==> config.mk <==
export PLATFORM = sky130hd
export DESIGN_NAME = bitstream_frame_rx
export DESIGN_NICKNAME = d
export VERILOG_FILES = /design/src/rtl/bitstream_frame_rx.sv
export SDC_FILE = /design/constraint.sdc
export NUM_CORES = 1
export LEC_CHECK = 0
export CAP_MARGIN = 20
export CORE_ASPECT_RATIO = 1.25
export CORE_MARGIN = 2
export CORE_UTILIZATION = 55
export CTS_CLUSTER_SIZE = 8
export DETAILED_ROUTE_END_ITERATION = 6
export DONT_BUFFER_PORTS = 1
export PLACE_DENSITY = 0.7
export SYNTH_ARGS = -nofsm -noshare
export SYNTH_HDL_FRONTEND = slang
export SYNTH_SLANG_ARGS = --single-unit
==> constraint.sdc <==
create_clock -name clk -period 6.6 [get_ports clk]
set_input_delay 0.99 -clock clk [delete_from_list [all_inputs] [get_ports clk]]
set_output_delay 0.99 -clock clk [all_outputs]
set_load 0.03 [all_outputs]
==> src/rtl/bitstream_frame_rx.sv <==
// Serial frame receiver: collects an LSB-first header, decodes and validates
// the command, hands it to the PMU over a valid/ready handshake, then streams
// the payload bits out one cycle after sampling, flagging block boundaries.
module bitstream_frame_rx #(
  parameter int HEADER_WIDTH   = 64,
  parameter int MEM_ADDR_WIDTH = 8,
  parameter int BLOCK_WIDTH    = 128,
  parameter int MEM_DATA_WIDTH = 32
) (
  input  logic                      clk,
  input  logic                      rst,
  input  logic                      en,
  input  logic                      data_i,
  output logic                      rx_ready_o,
  output logic [3:0]                cmd_o,
  output logic [31:0]               len_o,
  output logic [MEM_ADDR_WIDTH-1:0] addr_o,
  output logic                      cmd_valid_o,
  input  logic                      cmd_ready_i,
  output logic                      pay_valid_o,
  output logic                      pay_bit_o,
  output logic                      blk_end_o,
  output logic                      frame_done_o,
  output logic                      err_o,
  output logic [1:0]                err_code_o
);

  // Low header field = opcode + address; the length field is the top 32 bits.
  localparam int          LO_W     = 4 + MEM_ADDR_WIDTH;
  localparam logic [31:0] LO_W32   = 32'(LO_W);
  localparam logic [31:0] HDR_LAST = 32'(HEADER_WIDTH - 1);
  localparam logic [31:0] BLK_W32  = 32'(BLOCK_WIDTH);
  localparam logic [31:0] MDW32    = 32'(MEM_DATA_WIDTH);

  typedef enum logic [2:0] {IDLE, HDR, CMD, PAYLOAD, ERR} state_t;

  state_t state, state_nxt;

  // Only the fields that are decoded are kept; ignored header bits fall
  // straight through. The top length bit is taken from data_i at decode.
  logic [LO_W-1:0]  lo_sr;
  logic [30:0]      len_sr;
  logic [31:0]      cnt;

  logic [3:0]                dec_cmd;
  logic [MEM_ADDR_WIDTH-1:0] dec_addr;
  logic [31:0]               dec_len;
  logic                      hdr_last;
  logic                      pay_last;
  logic                      blk_hit;

  function automatic logic op_ok_f(input logic [3:0] op);
    return (op == 4'b1010) || (op == 4'b0001) || (op == 4'b0010);
  endfunction

  function automatic logic len_ok_f(input logic [3:0] op, input logic [31:0] len);
    case (op)
      4'b0001: return (len % MDW32) == 32'd0;
      4'b0010: return len == BLK_W32;
      default: return 1'b1;
    endcase
  endfunction

  assign dec_cmd  = lo_sr[3:0];
  assign dec_addr = lo_sr[LO_W-1:4];
  assign dec_len  = {data_i, len_sr};
  assign hdr_last = (cnt == HDR_LAST);
  // cnt never exceeds len_o-1 in PAYLOAD, so cnt+1 cannot wrap even at 2^32-1.
  assign pay_last = (cnt == len_o - 32'd1);
  assign blk_hit  = ((cnt + 32'd1) % BLK_W32) == 32'd0;

  assign rx_ready_o = (state == IDLE) || (state == HDR) || (state == PAYLOAD);

  // State register.
  always_ff @(posedge clk) begin
    if (rst) state <= IDLE;
    else     state <= state_nxt;
  end

  // Next-state decision.
  always_comb begin
    state_nxt = state;
    case (state)
      IDLE:    if (en) state_nxt = HDR;
      HDR: begin
        if (!en)          state_nxt = ERR;
        else if (hdr_last) state_nxt = (op_ok_f(dec_cmd) && len_ok_f(dec_cmd, dec_len)) ? CMD : ERR;
      end
      CMD:     if (cmd_ready_i) state_nxt = (len_o == 32'd0) ? IDLE : PAYLOAD;
      PAYLOAD: begin
        if (!en)          state_nxt = ERR;
        else if (pay_last) state_nxt = IDLE;
      end
      ERR:     if (!en) state_nxt = IDLE;
      default: state_nxt = IDLE;
    endcase
  end

  // Header capture, command/error registers, counter and payload output stage.
  always_ff @(posedge clk) begin
    if (rst) begin
      lo_sr        <= '0;
      len_sr       <= '0;
      cnt          <= '0;
      cmd_o        <= '0;
      len_o        <= '0;
      addr_o       <= '0;
      cmd_valid_o  <= 1'b0;
      pay_valid_o  <= 1'b0;
      pay_bit_o    <= 1'b0;
      blk_end_o    <= 1'b0;
      frame_done_o <= 1'b0;
      err_o        <= 1'b0;
      err_code_o   <= 2'b00;
    end else begin
      pay_valid_o  <= 1'b0;
      blk_end_o    <= 1'b0;
      frame_done_o <= 1'b0;
      case (state)
        IDLE: begin
          if (en) begin
            lo_sr      <= {data_i, lo_sr[LO_W-1:1]};
            len_sr     <= {data_i, len_sr[30:1]};
            cnt        <= 32'd1;
            err_o      <= 1'b0;
            err_code_o <= 2'b00;
          end
        end
        HDR: begin
          if (!en) begin
            err_o      <= 1'b1;
            err_code_o <= 2'b10;
          end else begin
            if (cnt < LO_W32) lo_sr <= {data_i, lo_sr[LO_W-1:1]};
            len_sr <= {data_i, len_sr[30:1]};
            cnt    <= cnt + 32'd1;
            if (hdr_last) begin
              if (!op_ok_f(dec_cmd)) begin
                err_o      <= 1'b1;
                err_code_o <= 2'b01;
              end else if (!len_ok_f(dec_cmd, dec_len)) begin
                err_o      <= 1'b1;
                err_code_o <= 2'b11;
              end else begin
                cmd_o       <= dec_cmd;
                addr_o      <= dec_addr;
                len_o       <= dec_len;
                cmd_valid_o <= 1'b1;
              end
            end
          end
        end
        CMD: begin
          if (cmd_ready_i) begin
            cmd_valid_o <= 1'b0;
            cnt         <= 32'd0;
            if (len_o == 32'd0) frame_done_o <= 1'b1;
          end
        end
        PAYLOAD: begin
          if (!en) begin
            err_o      <= 1'b1;
            err_code_o <= 2'b10;
          end else begin
            pay_valid_o <= 1'b1;
            pay_bit_o   <= data_i;
            blk_end_o   <= blk_hit || pay_last;
            cnt         <= cnt + 32'd1;
            if (pay_last) frame_done_o <= 1'b1;
          end
        end
        default: ;
      endcase
    end
  end

endmodule

Word level (Yosys, flattened, before mapping)
Cells that the tools add are included.
{ "op_classes": {"n_addsub": 2, "order_cmp": 1, "n_eq_ne": 23, "n_mux": 53, "bitwise_logic": 2, "n_reduce_logical": 26} }
{ "op_table": {"columns": ["op", "n"], "rows": [
  ["logical NOT 32 bit", 3],
  ["2-to-1 mux 32 bit", 3],
  ["one-hot mux 32 bit (3 select lines)", 1],
  ["2-to-1 mux 12 bit", 3],
  ["adder 32 x 1 -> 32 bit (second input constant)", 1],
  ["equality test 32 bit", 1],
  ["equality test 32 x 6 -> 1 bit (second input constant)", 1],
  ["equality test 32 x 8 -> 1 bit (second input constant)", 1],
  ["< comparator 32 x 4 -> 1 bit (second input constant)", 1],
  ["subtractor 32 x 1 -> 32 bit (second input constant)", 1],
  ["2-to-1 mux 1 bit", 24],
  ["2-to-1 mux 3 bit", 8],
  ["one-hot mux 12 bit (2 select lines)", 1],
  ["one-hot mux 3 bit (5 select lines)", 1],
  ["AND reduction 5 bit", 3],
  ["2-to-1 mux 2 bit", 7],
  ["!= test 2 bit (second input constant)", 6],
  ["!= test 2 x 1 -> 1 bit (second input constant)", 4],
  ["AND reduction 4 bit", 2],
  ["equality test 3 x 2 -> 1 bit (second input constant)", 2],
  ["!= test 3 bit (second input constant)", 2],
  ["one-hot mux 1 bit (2 select lines)", 3],
  ["one-hot mux 2 bit (3 select lines)", 1],
  ["AND reduction 6 bit", 1],
  ["other kinds (16)", 26]
]} }
{ "totals": {"register_bits": 130} }

Logic depth before layout (Yosys ltp)
Gate-level depths: netlist of the first run.
{ "logic_depth": {"depth_word": 13, "depth_mapped": 11} }

Least setup slack after synthesis of the first run
No wires, ideal clock.
{ "synth_path": {"kind": "register to register", "from": "register len_o[5]", "to": "register state[1]", "setup_time_ns": 0.139, "arrival_ns": 3.014, "required_time_ns": 6.461, "path_slack_ns": 3.446, "path_stages_with_launch": 11, "path_buffers": 2, "cell_sequence": "dfxtp_1 -> buf_2 -> or4_1 -> buf_2 -> or4_4 -> nor4_4 -> mux2_1 -> o211a_1 -> nor3_1 -> a21o_2 -> a41oi_2"} }
{ "synth_between": {"elab_chain_len": 4} }
{ "synth_rtl": {"columns": ["element", "line", "source"], "rows": [
  ["start, declared", "16", "output logic [31:0] len_o,"],
  ["start signal, assigned", "147", "len_o <= dec_len;"],
  ["subtractor 32 x 1 -> 32 bit or logical NOT 32 bit (tied branches)", "69, 89", null],
  ["equality test 32 bit or 2-to-1 mux 2 bit (tied branches)", "69, 89", null],
  ["!= test 3 bit (no line) or 2-to-1 mux 3 bit (tied branches)", null, null],
  ["AND reduction 5 bit (no line) or one-hot mux 3 bit (5 select lines) (tied branches)", null, null],
  ["end signal, assigned", "77", "else state <= state_nxt;"],
  ["end, declared", "37", "state_t state, state_nxt;"]
]} }
Parallel ways exist; a longest one is shown, timed or not. The select of a mux whose other input is x is not followed.
A chain may end at the register's enable or synchronous reset.

Worst setup path in the final report of the first run
{ "layout_path": {"from": "register len_o[4]", "to": "register state[1]"} }
The elaborated chain is that of the path after synthesis.

==> qor.txt, run 1 <==
Worst-Margin Slew: 1070 ps
Clock Pin Slew Worst Setup and Hold Paths: 60 ps
Layout area overhead: 9.29%
Post-synth EDFFs: 0
Data required time of the critical path: 6880 ps
TritonCTS Sinks: 130
Critical path peak fanout: 9
Layout cells sized above 1: 0.0684
Max transition margin: 0.280
Unique masters post-synth: 63
Antenna violations before repair: 0
Reg2Reg Depth: 8
Clk_skew: 6.07 ps
Max Cap Viol: 0
Worst Hold Launch: len_sr[0]
Postcts setup bufs: 0
Status: completed
Tcrit/Tclk final: 0.520
Core area: 11200 sq um
Pleak: 2.45 nW
Detailed-route DRC error count: 0
Final Critical Period: 3430 ps
Hold EP: len_o[0]
# IOs: 58
Synth Instances: 811
Root Buffer Master: clkbuf_16
Post-synth top flop: dfxtp_1
Antenna-violating nets left: 0
Power Total: 1.81 mW
Chip width: 100 um
Antenna diode count: 0
Largest net degree at the start of global routing: 102
Slew Viols, Final: 0
Min-delay worst type: reg -> reg
Hold-fix buffers at CTS: 0
Die Ht: 124 um
Crit end category: flop
Initial Util: 0.569
Drt wl/cell: 18.2 um
Gpl congestion: 0.929
Unrepaired setup endpoints after global routing: no
First-pass GRT wire length: 27.3 mm
Remaining global-route overflow: 0
Final setup TNS: 0 ps
Asr flop ratio synth: 0
Post-CTS Resized: 0
Synthesized Nets: 818
Max Freq: 292 MHz
Final WL: 16.8 mm
Filler Cells Inserted: 982
Worst-skew pair later-pin latency: 410 ps
Reg-to-reg slack, setup: 3170 ps
Sequential fraction of the synthesis area: 0.408
Dpl hpwl: 12.1 mm
Crit path arrival time: 3710 ps
Hold Violations, Final: 0
Critical Path Start Type: flop
Syn_area_per_cell: 7.86 sq um
Row count: 43
Tot GR Track Use: 0.274
Hold depth: 2
Post-synthesis register bit count: 130
Setup-violating endpoint count in the final report: 0
I/O Buffers: 0
Fin nets: 784
Crit Path Category: reg -> reg
Die area: 12500 sq um
YS warnings: 0
End of the worst register-to-register path: state[1]
CTS tree: yes
CTS buffer count: 17
1st-iter DRT viols: 384
Via-to-Cell Ratio: 6.05
Number of global-route vias before repair: 5338
Worst-case clock buffer depth: 2
Total number of vias: 5594
H-tree levels: 4
Pwr/cell area: 260 nW/um^2
Peak supply drop: 0.183 mV
DR pass1 iterations: 5
R2R Path Start: len_o[4]
Mapped cell area: 6370 sq um
[cells in the mapped netlist (3+ instances only)]
cell type	instances	area share
nor3_1	21	0.016
and3_1	10	0.0098
nand2_1	169	0.10
xnor2_1	33	0.045
buf_2	5	0.0039
or4_1	6	0.0071
nor2_1	69	0.041
nor4b_1	4	0.0055
o31a_1	4	0.0055
a211oi_1	4	0.0047
nand2b_1	7	0.0069
or4_4	3	0.0053
nand3b_1	3	0.0035
nand3_1	18	0.014
o21ai_0	17	0.013
nor3b_1	3	0.0035
nor4_1	24	0.024
inv_1	8	0.0047
and4_1	4	0.0055
dfxtp_1	130	0.41
a21oi_1	86	0.068
clkbuf_1	50	0.029
mux2i_1	16	0.025
or3_1	9	0.0088
a31oi_1	4	0.0039
nand4_1	19	0.019
xor2_1	31	0.043
and2_1	3	0.0029
nor2b_1	7	0.0069
[flip-flops by register name, indices dropped and copies added, names as in the netlist, 2 cells and up]
register / cells
cmd_o: 4
addr_o: 8
state: 3
cnt: 32
lo_sr: 12
err_code_o: 2
len_o: 32
len_sr: 31
[worst max-delay path by stage]
stage / cells past startpoint / to / startpoint
finish: 8 / state[1] / len_o[4]
global route: 8 / cnt[27] / state[0]
CTS: 8 / state[1] / len_o[4]
detailed placement: 7 / cnt[29] / cmd_ready_i
global placement: 7 / cnt[27] / cmd_ready_i
floorplan: 10 / state[1] / len_o[5]
[cells by family (layout without fill, tap and decap cells)]
logic type / count (synthesis) / after routing / share of synthesized area
mux: 17 / 17 / 0.0269
compound gates: 139 / 139 / 0.128
simple gates: 391 / 391 / 0.299
flops: 130 / 130 / 0.408
fa+ha+maj: 2 / 2 / 0.00393
buf+inv: 67 / 46 / 0.0420
xor+xnor: 65 / 65 / 0.0917
[cell type report]
class                      count  area (sq um)  area share
multi-input combinational    614          3500       0.503
sequential                   130          2600       0.374
clock buffer                  18           439      0.0631
tap                          135           169      0.0243
clock inverter                14           166      0.0239
timing repair buffer           6          52.6     0.00755
inverter                       8          30.0     0.00431
[layer usage]
metal | global-route usage | vias up | share of wire
met5 | 0 | - | 0
met4 | 0.131 | 0 | 0.040
met3 | 0.0707 | 45 | 0.067
met2 | 0.437 | 183 | 0.48
met1 | 0.343 | 2632 | 0.41
li1 | - | 2734 | -
[metrics by stage]
| stage | instances | hold WS [ps] | cell area, sq um | setup WS [ps] | util |
|---|---|---|---|---|---|
| after global placement | 892 | 452 | 6340 | 3230 | 0.567 |
| after detailed placement | 892 | 457 | 6340 | 3180 | 0.567 |
| after CTS | 924 | 468 | 6950 | 3190 | 0.621 |
| after global routing | 925 | 487 | 6960 | 2980 | 0.622 |
| final | 925 | 471 | 6960 | 3170 | 0.622 |
| after floorplan | 811 | 444 | 6370 | 3450 | - |
[placed cells by master, fill, tap and decap left out, types with 6 or more instances in the layout]
master     instances
nand2_1          169
dfxtp_1          130
a21oi_1           86
nor2_1            69
xnor2_1           33
xor2_1            31
nor4_1            24
nor3_1            21
nand4_1           19
nand3_1           18
o21ai_0           17
clkbuf_16         17
mux2i_1           16
and3_1            10
or3_1              9
inv_1              8
nand2b_1           7
inv_6              7
nor2b_1            6
or4_1              6
[power by group]
group | total (mW) | internal (mW) | switching [mW]
Combinational | 0.0535 | 0.0170 | 0.0365
Clock | 0.954 | 0.580 | 0.374
Sequential | 0.804 | 0.791 | 0.0133
[critical path, cell delays in order (launching register included)]
cell and delay, ps:
dfxtp_1 480, or4_1 750, or4_4 510, nor4_4 380, mux2_1 360, o211a_1 130
nor3_1 340, a21o_2 240, a41oi_2 100
Note: power is estimated with default switching activity, not from simulation.
==> inputs of run 2 (changes only) <==
PLACE_DENSITY = 0.73   (was 0.7)
clock period = 2.8 ns   (was 6.6 ns; I/O delays follow)
==> run 2 against run 1 <==
Compared with the run above:
- cell area is 10% higher
- setup slack worse by 3200 ps
- the flow now finishes with violations (setup timing)
- first-iteration DRC count is 27% higher
- non-clock buffer count is 82 higher
- die area stayed put
- utilization is 6.5 points higher
- final cell count is 8.9% higher
==> qor.txt, run 2 (synthesis gave the netlist of run 1 again) <==
Root Buffer Master: clkbuf_16
Gpl congestion: 0.975
Fin nets: 866
Antenna violations before repair: 0
Failing checks: setup timing
Final cell count without fillers: 1007
TritonCTS Sinks: 130
Largest regs: cnt (32), len_o (32), len_sr (31)
Worst Hold Launch: rst
Critical Path Start Type: flop
Hold Violations, Final: 0
Crit Path Category: reg -> reg
Via-to-Cell Ratio: 6.01
I/O Buffers: 0
R2R Path Start: len_o[0]
Crit path arrival time: 3110 ps
Clock Pin Slew Worst Setup and Hold Paths: 60 ps
Dpl hpwl: 13.0 mm
Final Worst Setup Slack: -15.3 ps
Largest net degree at the start of global routing: 102
Slew Viols, Final: 0
Worst-Margin Slew: 596 ps
Core area: 11200 sq um
Final setup TNS: -15.3 ps
Clk_skew: 11.6 ps
Worst-case clock buffer depth: 2
Unrepaired setup endpoints after global routing: yes
Die Ht: 124 um
Most common cell after layout, fill and taps aside: nand2_1
Setup WS pre-CTS: -165 ps
Data required time of the critical path: 3090 ps
Pleak: 2.89 nW
Drt wl/cell: 18.0 um
Antenna diode count: 0
Layout cells sized above 1: 0.178
H-tree levels: 4
Tot GR Track Use: 0.293
Hold-fix buffers at CTS: 0
Min-delay worst type: in -> reg
First-pass GRT wire length: 29.1 mm
Cell Count Post-Placement: 973
Layout area overhead: 20.6%
Pwr/cell area: 549 nW/um^2
Final WL: 18.1 mm
DR pass1 iterations: 6
Commonest non-fill, non-tap cells in the layout: 169 x nand2_1, 123 x dfxtp_1, 86 x a21oi_1, 86 x buf_4, 69 x nor2_1
Status: finished, violations left
Max Freq: 355 MHz
Crit path launch: len_o[0]
Chip width: 100 um
Hold depth: 1
CTS tree: yes
Antenna-violating nets left: 0
Filler Cells Inserted: 926
Number of global-route vias before repair: 5723
# IOs: 58
Total number of vias: 6050
Critical path peak fanout: 6
Tcrit/Tclk final: 1.01
Max Cap Viol: 0
Initial Util: 0.569
Peak supply drop: 0.421 mV
Die area: 12500 sq um
Reg2Reg Depth: 8
Row count: 43
Worst-skew pair later-pin latency: 420 ps
CTS buffer count: 17
Detailed-route DRC error count: 0
1st-iter DRT viols: 486
Max transition margin: 0.601
Setup-violating endpoint count in the final report: 1
Final Critical Period: 2820 ps
Crit end category: flop
Remaining global-route overflow: 0
run 2: per-layer routing:
| metal | up-vias | wire (um) | track usage |
|---|---|---|---|
| met5 | - | 0 | 0 |
| met4 | 0 | 535 | 0.106 |
| met3 | 41 | 1260 | 0.0640 |
| met2 | 254 | 9110 | 0.507 |
| met1 | 2841 | 7170 | 0.354 |
| li1 | 2914 | - | - |
run 2: what timing repair did:
| action | in CTS | in global routing |
|---|---|---|
| setup endpoints to repair | 4 | 7 |
| buffers inserted | 1 | 1 |
| resized for setup | 7 | 17 |
| pin swaps | 3 | 6 |
run 2: per-stage QoR:
| step | hold slack, ps | area, sq um | total power, mW | utilization |
|---|---|---|---|---|
| global placement | 449 | 6980 | 2.06 | 0.624 |
| global route | 49.1 | 7690 | 4.35 | 0.687 |
| floorplan | 444 | 6420 | 2.05 | - |
| CTS | 56.0 | 7600 | 4.24 | 0.680 |
| finish | 64.4 | 7690 | 4.22 | 0.687 |
| detailed placement | 463 | 6980 | 2.07 | 0.624 |
run 2: final timing paths:
check,to,slack [ps]
worst min-delay path,len_o[9],60
worst max-delay path,state[1],-20
worst min register to register,len_o[0],470
worst max register to register,state[1],-20
run 2: critical path, cell delays in order (launching register included):
cell and delay (ps):
dfxtp_4 360, or4_4 550, or4_4 500, or3_1 320, a32o_1 230, nor4b_2 210, and4bb_2 300, a21o_4 140
a41oi_2 70
run 2: area by class of cell:
class | count | area, sq um | share of cell area
timing repair buffer | 88 | 677 | 0.0881
sequential | 130 | 2620 | 0.341
multi-input combinational | 614 | 3610 | 0.470
clock inverter | 14 | 151 | 0.0197
clock buffer | 18 | 429 | 0.0558
tap | 135 | 169 | 0.0220
inverter | 8 | 30.0 | 0.00391
run 2: where the power goes:
part	total (mW)	internal, mW	switching [mW]
logic	0.149	0.0491	0.100
registers	1.88	1.86	0.0179
clock network	2.19	1.32	0.869
total	4.22	3.23	0.987
==> inputs of run 3 (changes only) <==
HOLD_SLACK_MARGIN = 0.06   (was unset)
==> run 3 against run 2 <==
Compared with the run above:
- flip-flop and latch count unchanged
- sequential share of layout area decreased by 0.13 points
- final cell count increased by 0.30%
- via count increased by 0.26%
- the flow still finishes with violations (setup timing)
- fmax about the same
- non-clock buffer count increased by 3
- global-route usage increased by 0.058 points
- wire length increased by 0.60%
==> qor.txt, run 3 (synthesis gave the netlist of run 1 again) <==
Status: finished, violations left
Failing checks: setup timing
Via-to-Cell Ratio: 6.01
Largest regs: cnt (32), len_o (32), len_sr (31)
Critical path's largest stage delay: 550 ps
Unrepaired setup endpoints after global routing: yes
Chip width: 100 um
Area of the multi-input gates: 3610 sq um
Hold EP: len_o[10]
Crit path arrival time: 3100 ps
Antenna-violating nets left: 0
Reg-to-reg slack, setup: -10 ps
Tot GR Track Use: 0.294
Peak supply drop: 0.420 mV
Max transition margin: 0.581
Remaining global-route overflow: 0
R2R Path Start: len_o[0]
Layout cells sized above 1: 0.177
Register Area: 2620 sq um
Slew Viols, Final: 0
Crit-path leading delay family: simple AND/OR/NAND/NOR gates
Final Critical Period: 2810 ps
Worst-Margin Slew: 626 ps
Fin util: 0.690
Clk_skew: 12.1 ps
Most common cell after layout, fill and taps aside: nand2_1
I/O Buffers: 0
Reg2Reg Depth: 8
Max Cap Viol: 0
CP dominant cell by count: or4_4
First-pass GRT wire length: 29.2 mm
Fin nets: 869
Final Worst Setup Slack: -14.0 ps
Data required time of the critical path: 3090 ps
TritonCTS Sinks: 130
Layout area overhead: 21.1%
Total number of vias: 6066
Core area: 11200 sq um
Die area: 12500 sq um
Worst Path Buf+Inv: 0
Worst-case clock buffer depth: 2
Critical Path Start Type: flop
Crit end category: flop
Min-delay worst type: in -> reg
Commonest non-fill, non-tap cells in the layout: 169 x nand2_1, 123 x dfxtp_1, 86 x a21oi_1, 86 x buf_4, 69 x nor2_1
Initial Util: 0.569
# IOs: 58
CTS tree: yes
Worst-skew pair later-pin latency: 420 ps
CP max stage cell: or4_4
Final setup TNS: -14.0 ps
Setup-violating endpoint count in the final report: 1
Crit path launch: len_o[0]
Die Ht: 124 um
Filler Cells Inserted: 916
DR pass1 iterations: 6
Setup WS pre-CTS: -165 ps
Clock Pin Slew Worst Setup and Hold Paths: 60 ps
Drt wl/cell: 18.0 um
Hold depth: 1
Critical path peak fanout: 6
Worst Hold Launch: rst
Number of global-route vias before repair: 5730
Max Freq: 355 MHz
Dpl hpwl: 13.0 mm
Gpl congestion: 0.975
Pleak: 2.90 nW
H-tree levels: 4
Final WL: 18.2 mm
Tcrit/Tclk final: 1.01
Largest net degree at the start of global routing: 96
Antenna violations before repair: 0
Crit Path Category: reg -> reg
Antenna diode count: 0
Detailed-route DRC error count: 0
Pwr/cell area: 548 nW/um^2
End of the worst register-to-register path: state[1]
CTS buffer count: 17
Row count: 43
Hold Violations, Final: 0
Crit path cell chain: or4_4 -> or4_4 -> or3_1 -> a32o_1 -> nor4b_2 -> and4bb_2 -> a21o_4 -> a41oi_2
Root Buffer Master: clkbuf_16
1st-iter DRT viols: 410
==> run 3: worst max-delay path by stage <==
stage	cells past startpoint	end
6_report	8	state[1]
5_1_grt	8	state[1]
4_1_cts	8	state[1]
3_5_place_dp	11	state[0]
3_3_place_gp	11	state[0]
2_1_floorplan	10	state[1]
==> run 3: area by class of cell <==
type / instances / share of cell area
repair buffers: 91 / 0.0916
clock buffers: 18 / 0.0556
multi-input cells: 614 / 0.468
inverters: 8 / 0.00389
clock inverters: 14 / 0.0196
flip-flops and latches: 130 / 0.339
well taps: 135 / 0.0219
==> run 3: timing repair <==
action / CTS / global route
setup endpoints to repair: 4 / 7
setup buffers: 1 / 1
hold buffers: 1 / 2
gates resized for setup: 7 / 17
pin swaps: 3 / 6
endpoints found under the hold margin: 7 / 3
gates cloned: 0 / 0
==> run 3: per-layer routing <==
layer	wire [um]	share of wire	global-route usage	vias to the layer above
li1	-	-	-	2921
met2	9190	0.51	0.507	220
met4	493	0.027	0.106	0
met1	7370	0.41	0.355	2883
met3	1130	0.062	0.0640	42
met5	0	0	0	-
==> run 3: power breakdown <==
part	internal, mW	total (mW)	switching, mW
clock	1.32	2.19	0.871
combinational	0.0519	0.155	0.103
sequential	1.86	1.88	0.0179
total	3.23	4.23	0.992
==> run 3: stage by stage <==
step | hold WS, ps | instances | power [mW] | instance area (sq um)
6_report | 69.6 | 1010 | 4.23 | 7720
5_1_grt | 60.8 | 1010 | 4.35 | 7720
4_1_cts | 60.1 | 1007 | 4.24 | 7610
3_5_place_dp | 463 | 973 | 2.07 | 6980
3_3_place_gp | 449 | 973 | 2.06 | 6980
2_1_floorplan | 444 | 811 | 2.05 | 6420
